==> config.mk <==
export PLATFORM = sky130hd
export DESIGN_NAME = sar_ctrl_10b
export DESIGN_NICKNAME = d
export VERILOG_FILES = /design/src/rtl/sar_ctrl_10b.sv
export SDC_FILE = /design/constraint.sdc
export NUM_CORES = 1
export LEC_CHECK = 0
export BUFFER_PORTS_ARGS = -buffer_cell sky130_fd_sc_hd__buf_2
export CAP_MARGIN = 40
export CORE_MARGIN = 2
export CORE_UTILIZATION = 25
export DETAILED_ROUTE_END_ITERATION = 8
export HOLD_SLACK_MARGIN = 0.05
export PLACE_DENSITY = 0.51
export REMOVE_ABC_BUFFERS = 1
export SETUP_SLACK_MARGIN = 0.2
export SYNTH_ARGS = -nofsm -noshare
export SYNTH_HDL_FRONTEND = slang
export SYNTH_SLANG_ARGS = --single-unit
export TNS_END_PERCENT = 50
==> constraint.sdc <==
create_clock -name clk -period 2.1 [get_ports clk]
set_input_delay 0.525 -clock clk [delete_from_list [all_inputs] [get_ports clk]]
set_output_delay 0.525 -clock clk [all_outputs]
set_load 0.01 [all_outputs]
==> src/rtl/sar_ctrl_10b.sv <==
// SAR ADC sequencer: track/sample, binary-search bit trials against a
// handshaked comparator with per-trial timeout, and an end-of-conversion pulse.
module sar_ctrl_10b #(
  parameter int unsigned NBITS         = 10,
  parameter int unsigned SAMPLE_CYCLES = 2,
  parameter int unsigned TIMEOUT       = 8
) (
  input  logic             clk,
  input  logic             rst,
  input  logic             start,
  input  logic             cont,
  input  logic             comp_result,
  input  logic             comp_done,
  output logic             sample,
  output logic [NBITS-1:0] dac_code,
  output logic [NBITS-1:0] data_out,
  output logic             eoc,
  output logic             busy,
  output logic             timeout_err
);

  localparam int unsigned IW = (NBITS > 1) ? $clog2(NBITS) : 1;
  localparam int unsigned SW = $clog2(SAMPLE_CYCLES + 1);
  localparam int unsigned TW = $clog2(TIMEOUT + 1);
  localparam logic [NBITS-1:0] ONE = NBITS'(1);

  typedef enum logic [1:0] {
    S_IDLE    = 2'd0,
    S_SAMPLE  = 2'd1,
    S_CONVERT = 2'd2,
    S_DONE    = 2'd3
  } state_t;

  state_t           state, state_d;
  logic [NBITS-1:0] work, work_d;
  logic [NBITS-1:0] data_d, dac_d;
  logic [IW-1:0]    idx, idx_d;
  logic [SW-1:0]    scnt, scnt_d;
  logic [TW-1:0]    wcnt, wcnt_d;
  logic             err_d;
  logic             resolve, bit_val;

  // State register plus datapath; outputs registered from next-state values
  // so they line up with the state they describe.
  always_ff @(posedge clk) begin
    if (rst) begin
      state       <= S_IDLE;
      work        <= '0;
      idx         <= '0;
      scnt        <= '0;
      wcnt        <= '0;
      sample      <= 1'b0;
      dac_code    <= '0;
      data_out    <= '0;
      eoc         <= 1'b0;
      busy        <= 1'b0;
      timeout_err <= 1'b0;
    end else begin
      state       <= state_d;
      work        <= work_d;
      idx         <= idx_d;
      scnt        <= scnt_d;
      wcnt        <= wcnt_d;
      sample      <= (state_d == S_SAMPLE);
      dac_code    <= dac_d;
      data_out    <= data_d;
      eoc         <= (state_d == S_DONE);
      busy        <= (state_d != S_IDLE);
      timeout_err <= err_d;
    end
  end

  // Next-state, trial resolution and next output values.
  always_comb begin
    state_d = state;
    work_d  = work;
    idx_d   = idx;
    scnt_d  = scnt;
    wcnt_d  = wcnt;
    data_d  = data_out;
    err_d   = timeout_err;
    dac_d   = '0;
    resolve = 1'b0;
    bit_val = 1'b0;

    case (state)
      S_IDLE: begin
        if (start) begin
          state_d = S_SAMPLE;
          scnt_d  = '0;
          err_d   = 1'b0;
        end
      end
      S_SAMPLE: begin
        if (scnt == SW'(SAMPLE_CYCLES - 1)) begin
          state_d = S_CONVERT;
          work_d  = '0;
          idx_d   = IW'(NBITS - 1);
          wcnt_d  = '0;
        end else begin
          scnt_d = scnt + SW'(1);
        end
      end
      S_CONVERT: begin
        // A missing comparator answer forces the bit to 0 after TIMEOUT cycles.
        if (comp_done) begin
          resolve = 1'b1;
          bit_val = comp_result;
        end else if (wcnt == TW'(TIMEOUT - 1)) begin
          resolve = 1'b1;
          err_d   = 1'b1;
        end else begin
          wcnt_d = wcnt + TW'(1);
        end
        if (resolve) begin
          work_d[idx] = bit_val;
          wcnt_d      = '0;
          if (idx == '0) begin
            state_d = S_DONE;
            data_d  = work_d;
          end else begin
            idx_d = idx - IW'(1);
          end
        end
      end
      S_DONE: begin
        if (cont || start) begin
          state_d = S_SAMPLE;
          scnt_d  = '0;
        end else begin
          state_d = S_IDLE;
        end
      end
      default: state_d = S_IDLE;
    endcase

    if (state_d == S_CONVERT) begin
      dac_d = work_d | (ONE << idx_d);
    end
  end

endmodule

==> report_table.html, run 1 <==
<table>
<tr><th>Metric</th><th>Value</th></tr>
<tr><th colspan="2">Outcome</th></tr>
<tr><td>Outcome</td><td>completed</td></tr>
<tr><th colspan="2">STA</th></tr>
<tr><td>Crit share post-route</td><td>91.2%</td></tr>
<tr><td>Hold_ws</td><td>0.477 ns</td></tr>
<tr><td>Worst slew margin relative to its limit</td><td>68.7%</td></tr>
<tr><td>Skew final</td><td>about 0.01 ns</td></tr>
<tr><td>Max-slew violation total from the final report</td><td>0</td></tr>
<tr><td>Total negative slack for setup checks</td><td>0 ns</td></tr>
<tr><td>Setup repair after global routing missed its margin</td><td>true</td></tr>
<tr><td>Final critical-path setup slack</td><td>0.185 ns</td></tr>
<tr><td>Max Fclk</td><td>roughly 520 MHz</td></tr>
<tr><td>Measured slew at the worst slew-check pin</td><td>0.469 ns</td></tr>
<tr><td>Hold violation count in the final report</td><td>0</td></tr>
<tr><td>Min Tclk post-route</td><td>roughly 1.9 ns</td></tr>
<tr><td>Final setup violation count</td><td>0</td></tr>
<tr><th colspan="2">Worst setup path</th></tr>
<tr><td>Startpoint kind of the worst setup timing path</td><td>flop</td></tr>
<tr><td>Cell depth of the worst flop-to-flop path</td><td>7</td></tr>
<tr><td>Endpoint of the most critical register-to-register path</td><td>dac_code[9]</td></tr>
<tr><td>Maximum fanout count along the critical path</td><td>5</td></tr>
<tr><td>Worst reg2reg startpoint</td><td>state[1]</td></tr>
<tr><td>Critical Path Sink Type</td><td>flop</td></tr>
<tr><td>Data required time of the worst path</td><td>2.31 ns</td></tr>
<tr><td>Reg2reg setup slack</td><td>0.18 ns</td></tr>
<tr><td>Data arrival time of the critical path</td><td>2.12 ns</td></tr>
<tr><td>Crit Path Class</td><td>reg -&gt; reg</td></tr>
<tr><th colspan="2">Global routing</th></tr>
<tr><td>First-pass GRT wire length</td><td>9.54 mm</td></tr>
<tr><td>Pin count of the biggest net entering global routing</td><td>34</td></tr>
<tr><td>Total global-route track usage</td><td>12.0%</td></tr>
<tr><td>Initial antenna violation count</td><td>0</td></tr>
<tr><td>Residual overflow from global routing</td><td>0</td></tr>
<tr><td>Via count of the first global-routing pass</td><td>between 1500 and 2000</td></tr>
<tr><th colspan="2">Run</th></tr>
<tr><td>Max capacitance violation total</td><td>0</td></tr>
<tr><th colspan="2">CTS</th></tr>
<tr><td>Clock slew at reported path FFs</td><td>0.09 ns</td></tr>
<tr><td>Clock sink total</td><td>46</td></tr>
<tr><td>Buffer depth of the longest clock path</td><td>2</td></tr>
<tr><td>Clock tree from TritonCTS</td><td>built</td></tr>
<tr><td>CTS H-tree depth</td><td>2</td></tr>
<tr><td>CTS Root Buffer Type</td><td>clkbuf_8</td></tr>
<tr><td>Hold-fix buffers, CTS</td><td>0</td></tr>
<tr><td>Source-to-sink clock delay at the later pin of the worst-skew pair</td><td>0.30 ns</td></tr>
<tr><td>Clock buffer count from CTS</td><td>5</td></tr>
<tr><th colspan="2">Placement</th></tr>
<tr><td>Place WS</td><td>0.0573 ns</td></tr>
<tr><td>Count of buffers inserted at the top-level ports</td><td>29</td></tr>
<tr><td>Dpl cell area</td><td>between 2000 and 3000 um^2</td></tr>
<tr><td>HPWL after DPL</td><td>around 4 mm</td></tr>
<tr><td>Placer Congestion</td><td>~0.86</td></tr>
<tr><td>Dpl cells</td><td>396</td></tr>
<tr><th colspan="2">Synth</th></tr>
<tr><td>Multiplexer area fraction after synthesis</td><td>4.43%</td></tr>
<tr><td>Dominant cell type by area after synthesis</td><td>dfxtp_1</td></tr>
<tr><td>Synth Area in Compound Gates</td><td>a little under a quarter</td></tr>
<tr><td>Synthesized-area fraction occupied by and/or/nand/nor cells</td><td>20.4%</td></tr>
<tr><td>Number of instances in the synthesized netlist</td><td>243</td></tr>
<tr><td>Dominant combinational cell family by area after synthesis</td><td>compound AO/OA/AOI/OAI gates</td></tr>
<tr><td>XOR/XNOR Fraction of Synth Area</td><td>0.776%</td></tr>
<tr><td>Register area share after synthesis</td><td>about two fifths</td></tr>
<tr><td>Register bit count reported by yosys</td><td>46</td></tr>
<tr><td>Synthesized area per cell</td><td>about 9.3 um^2</td></tr>
<tr><td>Adder-cell share of the synthesized area</td><td>6.65%</td></tr>
<tr><td>Count of yosys warnings during synthesis</td><td>0</td></tr>
<tr><td>Cell types with the largest area share after synthesis</td><td>dfxtp_1 (41%), ha_1 (6.6%), nor2_1 (5.2%)</td></tr>
<tr><td>Post-synth design cell area</td><td>2260 um^2</td></tr>
<tr><td>Number of unique standard cell types used by synthesis</td><td>50</td></tr>
<tr><td>Share of Yosys cell area claimed by the top area cell type</td><td>40.8%</td></tr>
<tr><th colspan="2">Worst hold path</th></tr>
<tr><td>Destination of the worst hold path</td><td>scnt[1]</td></tr>
<tr><td>Worst hold path class</td><td>reg -&gt; reg</td></tr>
<tr><td>Worst Hold Depth</td><td>2</td></tr>
<tr><td>Launch instance of the worst min-delay path</td><td>scnt[1]</td></tr>
<tr><th colspan="2">Die</th></tr>
<tr><td>Die extent in x</td><td>99.0 um</td></tr>
<tr><td>Number of primary I/O pins</td><td>30</td></tr>
<tr><td>Area of the core</td><td>8720 um^2</td></tr>
<tr><td>Row Count</td><td>34</td></tr>
<tr><td>Die area</td><td>~9800 um^2</td></tr>
<tr><td>Vertical die dimension</td><td>99.0 um</td></tr>
<tr><td>Initial core utilization</td><td>around a quarter</td></tr>
<tr><th colspan="2">Routing</th></tr>
<tr><td>Count of antenna-violating nets left after detailed routing</td><td>0</td></tr>
<tr><td>Drt first-iter violations</td><td>just under 90</td></tr>
<tr><td>Vias</td><td>2049</td></tr>
<tr><td>Detail-routed net length per standard cell</td><td>14.4 um</td></tr>
<tr><td>Vias/cell</td><td>roughly 4.8</td></tr>
<tr><td>Count of TritonRoute iterations in the first routing pass</td><td>7</td></tr>
<tr><td>Drt drc</td><td>0</td></tr>
<tr><td>Routed wire length</td><td>6.14 mm</td></tr>
<tr><th colspan="2">Layout</th></tr>
<tr><td>Core occupancy in the finished layout</td><td>37.1%</td></tr>
<tr><td>Area Growth Syn to Fin</td><td>43.3%</td></tr>
<tr><td>Commonest cells after routing, fill and taps aside</td><td>buf_4 (44), dfxtp_1 (40), nor2_1 (31), buf_2 (30), nand2_1 (13)</td></tr>
<tr><td>Number of nets at the end of the flow</td><td>335</td></tr>
<tr><td>Most frequent standard cell in the layout excluding fill and tap cells</td><td>buf_4</td></tr>
<tr><td>Final Cell Area</td><td>3240 um^2</td></tr>
<tr><td>Number of fill cells</td><td>868</td></tr>
<tr><td>ANT cells</td><td>0</td></tr>
<tr><td>Multi-input logic area</td><td>1500 um^2</td></tr>
<tr><td>Share of cells above drive strength 1</td><td>around 44%</td></tr>
<tr><td>Storage cell area</td><td>931 um^2</td></tr>
<tr><td>Number of non-filler instances in the completed layout</td><td>426</td></tr>
<tr><th colspan="2">Power and ir drop</th></tr>
<tr><td>Power per Cell Area</td><td>562 nW/um^2</td></tr>
<tr><td>Combinational cell fraction of total power</td><td>between 20% and 30%</td></tr>
<tr><td>Static leakage</td><td>between 1 and 1.5 nW</td></tr>
<tr><td>Int Power</td><td>1.31 mW</td></tr>
<tr><td>Worst vdd ir</td><td>around 0.22 mV</td></tr>
<tr><td>Sequential fraction of design power</td><td>between 40 and 50%</td></tr>
<tr><td>P_sw</td><td>0.508 mW</td></tr>
<tr><td>Switching Fraction</td><td>roughly 28%</td></tr>
<tr><td>Overall power consumption</td><td>1.82 mW</td></tr>
<tr><td>Clock power frac</td><td>29.6%</td></tr>
</table>
[cell usage after synthesis (all sizes together)]
master	instances
dfxtp	46
nor2	31
nand2	16
a21oi	14
ha	12
a211oi	11
mux2i	10
o22ai	9
inv	8
a2bb2oi	7
buf	7
clkbuf	6
o21ai	6
and2	4
nand3b	4
nand4b	4
nor2b	4
nor3	4
a311oi	3
nand2b	3
nand3	3
nand4	3
o21bai	3
a2111oi	2
a21o	2
a22oi	2
o32ai	2
or2	2
or3	2
xor2	2
a221oi	1
a31oi	1
and3	1
and3b	1
nand4bb	1
nor3b	1
o2bb2ai	1
o311ai	1
o41ai	1
or2b	1
or4	1
[timing repair]
action,CTS,global route
hold endpoints to repair,0,0
cloned,1,0
gates resized for setup,40,27
setup buffers,2,19
pin swaps,6,14
setup endpoints to repair,11,16
[metal layers]
metal  vias up  global-route usage (%)  routed length [um]
met5         -                       0                   0
met4         0                    3.16                  97
met3         9                    1.70                 238
met2        48                    19.9                2950
met1       967                    16.3                2850
li1       1025                       -                   -
[power by group through the flow]
stage          clock network [mW]  logic (mW)  registers [mW]
6_report                    0.538       0.385           0.895
2_1_floorplan                   0       0.128           0.921
5_1_grt                     0.600       0.414           0.896
3_5_place_dp                    0       0.258           0.914
4_1_cts                     0.562       0.306           0.894
3_3_place_gp                    0       0.256           0.913
[worst max-delay path by stage]
stage	startpoint	end	slack (ns)
after floorplan	state[0]	dac_code[9]	-0.34
after global placement	state[0]	dac_code[3]	0.09
after detailed placement	state[0]	dac_code[5]	0.06
after CTS	state[0]	dac_code[0]	0.18
after global routing	idx[0]	dac_code[9]	0.08
final	state[1]	dac_code[9]	0.18
[area by class of cell]
class | instances | share of cell area (%)
Timing Repair Buffer | 80 | 16.9
Clock inverter | 2 | 0.425
Multi-Input combinational cell | 176 | 46.5
Sequential cell | 46 | 28.8
Clock buffer | 6 | 2.24
Inverter | 8 | 1.01
Tap cell | 108 | 4.17
[kinds of logic after synthesis]
kind of cell / Yosys count
xor gates and xnor gates: 2
adders and majority gates: 12
buffers and inverters: 21
DFF: 46
and+or+nand+nor: 86
muxes: 10
AOI/OAI and AO/OA: 66
[sequential cells by signal, indices dropped and copies added, names as in the netlist]
name and cells:
idx 4, data_out 10, timeout_err 1, state 2
eoc 1, dac_code 10, scnt 2, sample 1
busy 1, wcnt 4, work 10
[critical path, stage by stage (launching register included)]
cell       delay (ns)
dfxtp_4          0.37
inv_2            0.05
ha_4             0.28
nand2_2          0.13
a2111oi_4        0.40
a311oi_4         0.11
buf_4            0.16
o41ai_2          0.32
Power figures use the tool's default switching activity.
==> run 2, diff against run 1 <==
Settings changed: PLACE_DENSITY 0.51 to 0.5.
Clock period 2.1 ns to 2.35 ns, I/O delays scaled along.
==> run 2 against run 1 <==
Via count decreased by 7.0%. Cell area decreased by 14%. Clock power decreased by 5.0%. Final cell count decreased by 7.7%. Routed wire length decreased by 8.6%. Sequential power decreased by 11%. Non-clock buffer count decreased by 33. Sequential cell count unchanged. Sequential share of layout area increased by 4.4 points. Total power decreased by 15%. Maximum frequency decreased by 7.6%. Clock skew increased by 0.0025 ns.
==> report_table.html, run 2 (synthesis gave the netlist of run 1 again) <==
<table>
<tr><th>Metric</th><th>Value</th></tr>
<tr><th colspan="2">Outcome</th></tr>
<tr><td>Outcome</td><td>completed</td></tr>
<tr><th colspan="2">Layout</th></tr>
<tr><td>Number of fill cells</td><td>904</td></tr>
<tr><td>Number of nets at the end of the flow</td><td>302</td></tr>
<tr><td>Number of non-filler instances in the completed layout</td><td>393</td></tr>
<tr><td>Storage cell area</td><td>922 um^2</td></tr>
<tr><td>Most frequent standard cell in the layout excluding fill and tap cells</td><td>dfxtp_1</td></tr>
<tr><td>Commonest cells after routing, fill and taps aside</td><td>dfxtp_1 (45), nor2_1 (30), buf_2 (29), buf_4 (18)</td></tr>
<tr><td>Share of cells above drive strength 1</td><td>28.8%</td></tr>
<tr><td>Top Registers</td><td>dac_code x10, data_out x10, work x10</td></tr>
<tr><td>Area Growth Syn to Fin</td><td>23.0%</td></tr>
<tr><td>Core occupancy in the finished layout</td><td>about a third</td></tr>
<tr><td>Multi-input logic area</td><td>1320 um^2</td></tr>
<tr><td>ANT cells</td><td>0</td></tr>
<tr><th colspan="2">STA</th></tr>
<tr><td>Final setup violation count</td><td>0</td></tr>
<tr><td>Setup repair after global routing missed its margin</td><td>true</td></tr>
<tr><td>Max Fclk</td><td>around 480 MHz</td></tr>
<tr><td>Worst slew margin relative to its limit</td><td>47.4%</td></tr>
<tr><td>Measured slew at the worst slew-check pin</td><td>0.783 ns</td></tr>
<tr><td>Total negative slack for setup checks</td><td>0 ns</td></tr>
<tr><td>Crit share post-route</td><td>around nine tenths</td></tr>
<tr><td>Max-slew violation total from the final report</td><td>0</td></tr>
<tr><td>Final critical-path setup slack</td><td>0.277 ns</td></tr>
<tr><td>Skew final</td><td>0.0125 ns</td></tr>
<tr><td>Min Tclk post-route</td><td>about 2.1 ns</td></tr>
<tr><td>Hold violation count in the final report</td><td>0</td></tr>
<tr><th colspan="2">Worst setup path</th></tr>
<tr><td>Crit Path Class</td><td>reg -&gt; reg</td></tr>
<tr><td>Critical path origin</td><td>state[0]</td></tr>
<tr><td>Worst setup path endpoint</td><td>dac_code[9]</td></tr>
<tr><td>Worst reg2reg startpoint</td><td>state[0]</td></tr>
<tr><td>Maximum fanout count along the critical path</td><td>10</td></tr>
<tr><td>Endpoint of the most critical register-to-register path</td><td>dac_code[9]</td></tr>
<tr><td>Cell depth of the worst flop-to-flop path</td><td>8</td></tr>
<tr><td>Data required time of the worst path</td><td>2.57 ns</td></tr>
<tr><td>Reg2reg setup slack</td><td>0.28 ns</td></tr>
<tr><td>Startpoint kind of the worst setup timing path</td><td>flop</td></tr>
<tr><td>Data arrival time of the critical path</td><td>2.30 ns</td></tr>
<tr><td>Critical Path Sink Type</td><td>flop</td></tr>
<tr><th colspan="2">CTS</th></tr>
<tr><td>Source-to-sink clock delay at the later pin of the worst-skew pair</td><td>about 0.31 ns</td></tr>
<tr><td>CTS H-tree depth</td><td>2</td></tr>
<tr><td>Clock sink total</td><td>46</td></tr>
<tr><td>Clock slew at reported path FFs</td><td>around 0.10 ns</td></tr>
<tr><td>Clock tree from TritonCTS</td><td>built</td></tr>
<tr><td>Clock buffer count from CTS</td><td>5</td></tr>
<tr><td>Buffer depth of the longest clock path</td><td>2</td></tr>
<tr><td>CTS Root Buffer Type</td><td>clkbuf_8</td></tr>
<tr><td>Hold-fix buffers, CTS</td><td>0</td></tr>
<tr><th colspan="2">Power and ir drop</th></tr>
<tr><td>Overall power consumption</td><td>~1.5 mW</td></tr>
<tr><td>P_sw</td><td>between 0.4 and 0.5 mW</td></tr>
<tr><td>Static leakage</td><td>1.14 nW</td></tr>
<tr><td>Clock power frac</td><td>33.1%</td></tr>
<tr><td>Combinational cell fraction of total power</td><td>15.1%</td></tr>
<tr><td>Worst vdd ir</td><td>0.271 mV</td></tr>
<tr><td>Sequential fraction of design power</td><td>51.7%</td></tr>
<tr><td>Switching Fraction</td><td>28.7%</td></tr>
<tr><td>Int Power</td><td>1.10 mW</td></tr>
<tr><td>Power per Cell Area</td><td>556 nW/um^2</td></tr>
<tr><th colspan="2">Worst hold path</th></tr>
<tr><td>Launch instance of the worst min-delay path</td><td>wcnt[1]</td></tr>
<tr><td>Worst hold path class</td><td>reg -&gt; reg</td></tr>
<tr><th colspan="2">Die</th></tr>
<tr><td>Initial core utilization</td><td>25.9%</td></tr>
<tr><td>Number of primary I/O pins</td><td>30</td></tr>
<tr><td>Row Count</td><td>34</td></tr>
<tr><td>Vertical die dimension</td><td>99.0 um</td></tr>
<tr><td>Die area</td><td>between 9000 and 10000 um^2</td></tr>
<tr><td>Area of the core</td><td>8720 um^2</td></tr>
<tr><td>Die extent in x</td><td>99.0 um</td></tr>
<tr><th colspan="2">Placement</th></tr>
<tr><td>Dpl cells</td><td>379</td></tr>
<tr><td>HPWL after DPL</td><td>4.04 mm</td></tr>
<tr><td>Placer Congestion</td><td>approximately 0.82</td></tr>
<tr><td>Count of buffers inserted at the top-level ports</td><td>29</td></tr>
<tr><td>Place WS</td><td>0.138 ns</td></tr>
<tr><th colspan="2">Global routing</th></tr>
<tr><td>Total global-route track usage</td><td>between 10% and 20%</td></tr>
<tr><td>Via count of the first global-routing pass</td><td>1885</td></tr>
<tr><td>Initial antenna violation count</td><td>0</td></tr>
<tr><td>Pin count of the biggest net entering global routing</td><td>20</td></tr>
<tr><td>Residual overflow from global routing</td><td>0</td></tr>
<tr><td>First-pass GRT wire length</td><td>just over 9 mm</td></tr>
<tr><th colspan="2">Routing</th></tr>
<tr><td>Drt drc</td><td>0</td></tr>
<tr><td>Count of TritonRoute iterations in the first routing pass</td><td>4</td></tr>
<tr><td>Vias/cell</td><td>4.85</td></tr>
<tr><td>Detail-routed net length per standard cell</td><td>14.3 um</td></tr>
<tr><td>Drt first-iter violations</td><td>64</td></tr>
<tr><td>Count of antenna-violating nets left after detailed routing</td><td>0</td></tr>
<tr><td>Vias</td><td>approximately 1900</td></tr>
<tr><td>Routed wire length</td><td>5.61 mm</td></tr>
<tr><th colspan="2">Run</th></tr>
<tr><td>Max capacitance violation total</td><td>0</td></tr>
</table>
run 2: metal layers:
layer	GRT usage [%]	share of wire, %	vias up
met1	15.5	48	896
met2	18.7	46	29
met4	4.74	2.2	0
met3	2.77	4.1	8
li1	-	-	972
met5	0	0	-
run 2: worst min path at each step:
stage / endpoint / slack (ns) / cells after the start
floorplan: wcnt[1] / 0.44 / 2
global placement: scnt[1] / 0.46 / 2
detailed placement: wcnt[1] / 0.47 / 2
CTS: wcnt[1] / 0.49 / 2
global route: wcnt[1] / 0.52 / 2
finish: wcnt[1] / 0.49 / 2
run 2: cell type report:
type,instances,area share (%)
Clock buffer,5,2.48
Clock inverter,3,0.676
Inverter,8,1.08
Multi-Input combinational cell,176,47.6
Sequential cell,46,33.2
Tap cell,108,4.86
Timing Repair Buffer,47,10.1
run 2: what timing repair did:
| item | 4_1_cts | 5_1_grt |
|---|---|---|
| pin swaps | 2 | 4 |
| endpoints found under the setup margin | 10 | 12 |
| buffers inserted | 2 | 4 |
| resized for setup | 4 | 16 |
run 2: worst max-delay path, cell delays in order (launching register included):
cell and delay [ns]:
dfxtp_1 0.32, buf_4 0.14, ha_1 0.26, or2b_4 0.27, a21oi_1 0.09, o32ai_2 0.24, buf_4 0.17, nand2_2 0.15
o41ai_2 0.34
run 2: per-stage QoR:
stage / hold slack, ns / cell area [um^2]
3_3_place_gp: 0.464 / 2560
3_5_place_dp: 0.474 / 2560
5_1_grt: 0.516 / 2780
2_1_floorplan: 0.443 / 2190
4_1_cts: 0.486 / 2680
6_report: 0.486 / 2780
run 2: power by group through the flow:
stage	registers (mW)	logic [mW]	clock network, mW
final	0.799	0.234	0.511
after global placement	0.816	0.204	0
after detailed placement	0.816	0.205	0
after global routing	0.801	0.252	0.560
after CTS	0.799	0.219	0.527
after floorplan	0.823	0.115	0
==> run 3, diff against run 2 <==
Settings changed: CTS_BUF_LIST set to sky130_fd_sc_hd__clkbuf_4.
==> run 3 against run 2 <==
Global-route usage hardly changed. Total power down 7.0%. Cell area shrank 0.81%. Sequential share of layout area is 0.36 points higher. Maximum frequency up 2.3%. Critical path depth down 2. Sequential power is essentially flat. Clock-buffer cell count unchanged. First-iteration DRC count increased by 13%.
==> report_table.html, run 3 (synthesis gave the netlist of run 1 again) <==
<table>
<tr><th>Metric</th><th>Value</th></tr>
<tr><th colspan="2">Outcome</th></tr>
<tr><td>Outcome</td><td>completed</td></tr>
<tr><th colspan="2">Worst setup path</th></tr>
<tr><td>Endpoint of the most critical register-to-register path</td><td>dac_code[9]</td></tr>
<tr><td>Crit path max-delay family</td><td>simple AND/OR/NAND/NOR gates</td></tr>
<tr><td>Critical path origin</td><td>wcnt[0]</td></tr>
<tr><td>Worst reg2reg startpoint</td><td>wcnt[0]</td></tr>
<tr><td>Critical Path Sink Type</td><td>flop</td></tr>
<tr><td>Cell depth of the worst flop-to-flop path</td><td>6</td></tr>
<tr><td>Maximum fanout count along the critical path</td><td>4</td></tr>
<tr><td>Worst setup path endpoint</td><td>dac_code[9]</td></tr>
<tr><td>Data arrival time of the critical path</td><td>2.32 ns</td></tr>
<tr><td>CP max stage delay</td><td>0.36 ns</td></tr>
<tr><td>Crit Path Class</td><td>reg -&gt; reg</td></tr>
<tr><td>Startpoint kind of the worst setup timing path</td><td>flop</td></tr>
<tr><td>Data required time of the worst path</td><td>2.64 ns</td></tr>
<tr><td>Critical Path Slowest Stage Cell</td><td>dfxtp_1</td></tr>
<tr><td>List of cells traversed by the critical path</td><td>ha_1, and3b_1, nor2_1, o21ai_1, or2_4, o41ai_2</td></tr>
<tr><td>Total buffers and inverters traversed by the critical path</td><td>0</td></tr>
<tr><td>Reg2reg setup slack</td><td>0.32 ns</td></tr>
<tr><td>Depth of the critical timing path with buffers and inverters included</td><td>6</td></tr>
<tr><th colspan="2">STA</th></tr>
<tr><td>Max-slew violation total from the final report</td><td>0</td></tr>
<tr><td>Total negative slack for setup checks</td><td>0 ns</td></tr>
<tr><td>Measured slew at the worst slew-check pin</td><td>0.643 ns</td></tr>
<tr><td>Crit share post-route</td><td>a little under nine tenths</td></tr>
<tr><td>Worst slew margin relative to its limit</td><td>56.8%</td></tr>
<tr><td>Skew final</td><td>between 0.015 and 0.02 ns</td></tr>
<tr><td>Hold violation count in the final report</td><td>0</td></tr>
<tr><td>Setup repair after global routing missed its margin</td><td>false</td></tr>
<tr><td>Hold_ws</td><td>0.490 ns</td></tr>
<tr><td>Final setup violation count</td><td>0</td></tr>
<tr><td>Min Tclk post-route</td><td>2.03 ns</td></tr>
<tr><td>Final critical-path setup slack</td><td>about 0.32 ns</td></tr>
<tr><td>Max Fclk</td><td>494 MHz</td></tr>
<tr><th colspan="2">CTS</th></tr>
<tr><td>Clock slew at reported path FFs</td><td>roughly 0.15 ns</td></tr>
<tr><td>Source-to-sink clock delay at the later pin of the worst-skew pair</td><td>0.37 ns</td></tr>
<tr><td>Clock sink total</td><td>46</td></tr>
<tr><td>Clock buffer count from CTS</td><td>5</td></tr>
<tr><td>Buffer depth of the longest clock path</td><td>2</td></tr>
<tr><td>CTS Root Buffer Type</td><td>clkbuf_4</td></tr>
<tr><td>Hold-fix buffers, CTS</td><td>0</td></tr>
<tr><td>CTS H-tree depth</td><td>2</td></tr>
<tr><td>Clock tree from TritonCTS</td><td>built</td></tr>
<tr><th colspan="2">Power and ir drop</th></tr>
<tr><td>Worst vdd ir</td><td>0.231 mV</td></tr>
<tr><td>Static leakage</td><td>1.13 nW</td></tr>
<tr><td>Power per Cell Area</td><td>521 nW/um^2</td></tr>
<tr><th colspan="2">Layout</th></tr>
<tr><td>Number of fill cells</td><td>just over 900</td></tr>
<tr><td>Share of cells above drive strength 1</td><td>between 20% and 30%</td></tr>
<tr><td>Core occupancy in the finished layout</td><td>31.6%</td></tr>
<tr><td>ANT cells</td><td>0</td></tr>
<tr><td>Number of nets at the end of the flow</td><td>303</td></tr>
<tr><td>Commonest cells after routing, fill and taps aside</td><td>dfxtp_1 (45), nor2_1 (31), buf_2 (29), buf_4 (19)</td></tr>
<tr><td>Area Growth Syn to Fin</td><td>22.0%</td></tr>
<tr><td>Top Registers</td><td>dac_code x10, data_out x10, work x10</td></tr>
<tr><td>Most frequent standard cell in the layout excluding fill and tap cells</td><td>dfxtp_1</td></tr>
<tr><th colspan="2">Die</th></tr>
<tr><td>Area of the core</td><td>8720 um^2</td></tr>
<tr><td>Row Count</td><td>34</td></tr>
<tr><td>Die extent in x</td><td>about 100 um</td></tr>
<tr><td>Die area</td><td>9810 um^2</td></tr>
<tr><td>Initial core utilization</td><td>25.9%</td></tr>
<tr><td>Number of primary I/O pins</td><td>30</td></tr>
<tr><td>Vertical die dimension</td><td>99.0 um</td></tr>
<tr><th colspan="2">Placement</th></tr>
<tr><td>Placer Congestion</td><td>0.815</td></tr>
<tr><td>Count of buffers inserted at the top-level ports</td><td>29</td></tr>
<tr><td>Place WS</td><td>~0.14 ns</td></tr>
<tr><td>HPWL after DPL</td><td>4.04 mm</td></tr>
<tr><th colspan="2">Global routing</th></tr>
<tr><td>First-pass GRT wire length</td><td>9.34 mm</td></tr>
<tr><td>Initial antenna violation count</td><td>0</td></tr>
<tr><td>Pin count of the biggest net entering global routing</td><td>20</td></tr>
<tr><td>Total global-route track usage</td><td>a little under an eighth</td></tr>
<tr><td>Residual overflow from global routing</td><td>0</td></tr>
<tr><td>Via count of the first global-routing pass</td><td>1888</td></tr>
<tr><th colspan="2">Routing</th></tr>
<tr><td>Vias</td><td>~1900</td></tr>
<tr><td>Count of antenna-violating nets left after detailed routing</td><td>0</td></tr>
<tr><td>Drt drc</td><td>0</td></tr>
<tr><td>Detail-routed net length per standard cell</td><td>14.3 um</td></tr>
<tr><td>Count of TritonRoute iterations in the first routing pass</td><td>4</td></tr>
<tr><td>Drt first-iter violations</td><td>slightly above 70</td></tr>
<tr><td>Routed wire length</td><td>5.63 mm</td></tr>
<tr><td>Vias/cell</td><td>4.91</td></tr>
<tr><th colspan="2">Worst hold path</th></tr>
<tr><td>Worst hold path class</td><td>reg -&gt; reg</td></tr>
<tr><th colspan="2">Run</th></tr>
<tr><td>Max capacitance violation total</td><td>0</td></tr>
</table>
==> run 3: worst min-delay path by stage <==
stage	cells after the start	endpoint	slack (ns)	from
after global routing	2	wcnt[1]	0.52	wcnt[1]
after global placement	2	scnt[1]	0.46	scnt[1]
final	2	wcnt[1]	0.49	wcnt[1]
after floorplan	2	wcnt[1]	0.44	wcnt[1]
after CTS	2	wcnt[1]	0.49	wcnt[1]
after detailed placement	2	wcnt[1]	0.47	wcnt[1]
==> run 3: report_power, final <==
group | switching [mW] | internal, mW
sequential | 0.00563 | 0.793
combinational | 0.137 | 0.0985
clock | 0.283 | 0.118
total | 0.426 | 1.01
==> run 3: worst register-to-register path: stages (launching register included) <==
cell     delay, ns
dfxtp_1       0.36
ha_1          0.26
and3b_1       0.25
nor2_1        0.29
o21ai_1       0.22
or2_4         0.31
o41ai_2       0.27
==> run 3: final cells by class <==
type | instances | area [um^2] | share of cell area (%)
inverters | 8 | 30.0 | 1.09
multi-input cells | 176 | 1320 | 48.0
well taps | 108 | 135 | 4.90
clock buffers | 5 | 37.5 | 1.36
flip-flops and latches | 46 | 925 | 33.6
repair buffers | 48 | 288 | 10.4
clock inverters | 3 | 18.8 | 0.681
==> run 3: through the flow <==
stage	total power, mW	instance area [um^2]	cells
3_5_place_dp	1.02	2560	379
3_3_place_gp	1.02	2560	379
4_1_cts	1.44	2660	389
5_1_grt	1.51	2760	394
6_report	1.44	2760	394
2_1_floorplan	0.937	2190	230
==> run 3: layer usage <==
metal / up-vias / GRT usage, % / share of wire [%]
li1: 970 / - / -
met1: 904 / 15.4 / 47
met2: 53 / 19.0 / 46
met3: 8 / 2.55 / 5.1
met4: 0 / 4.74 / 2.2
met5: - / 0 / 0
==> run 3: what timing repair did <==
action                     4_1_cts  5_1_grt
pin swaps                        2        4
hold endpoints to repair         0        0
buffers inserted                 2        5
gates resized for setup          6       15
setup endpoints to repair       10       12
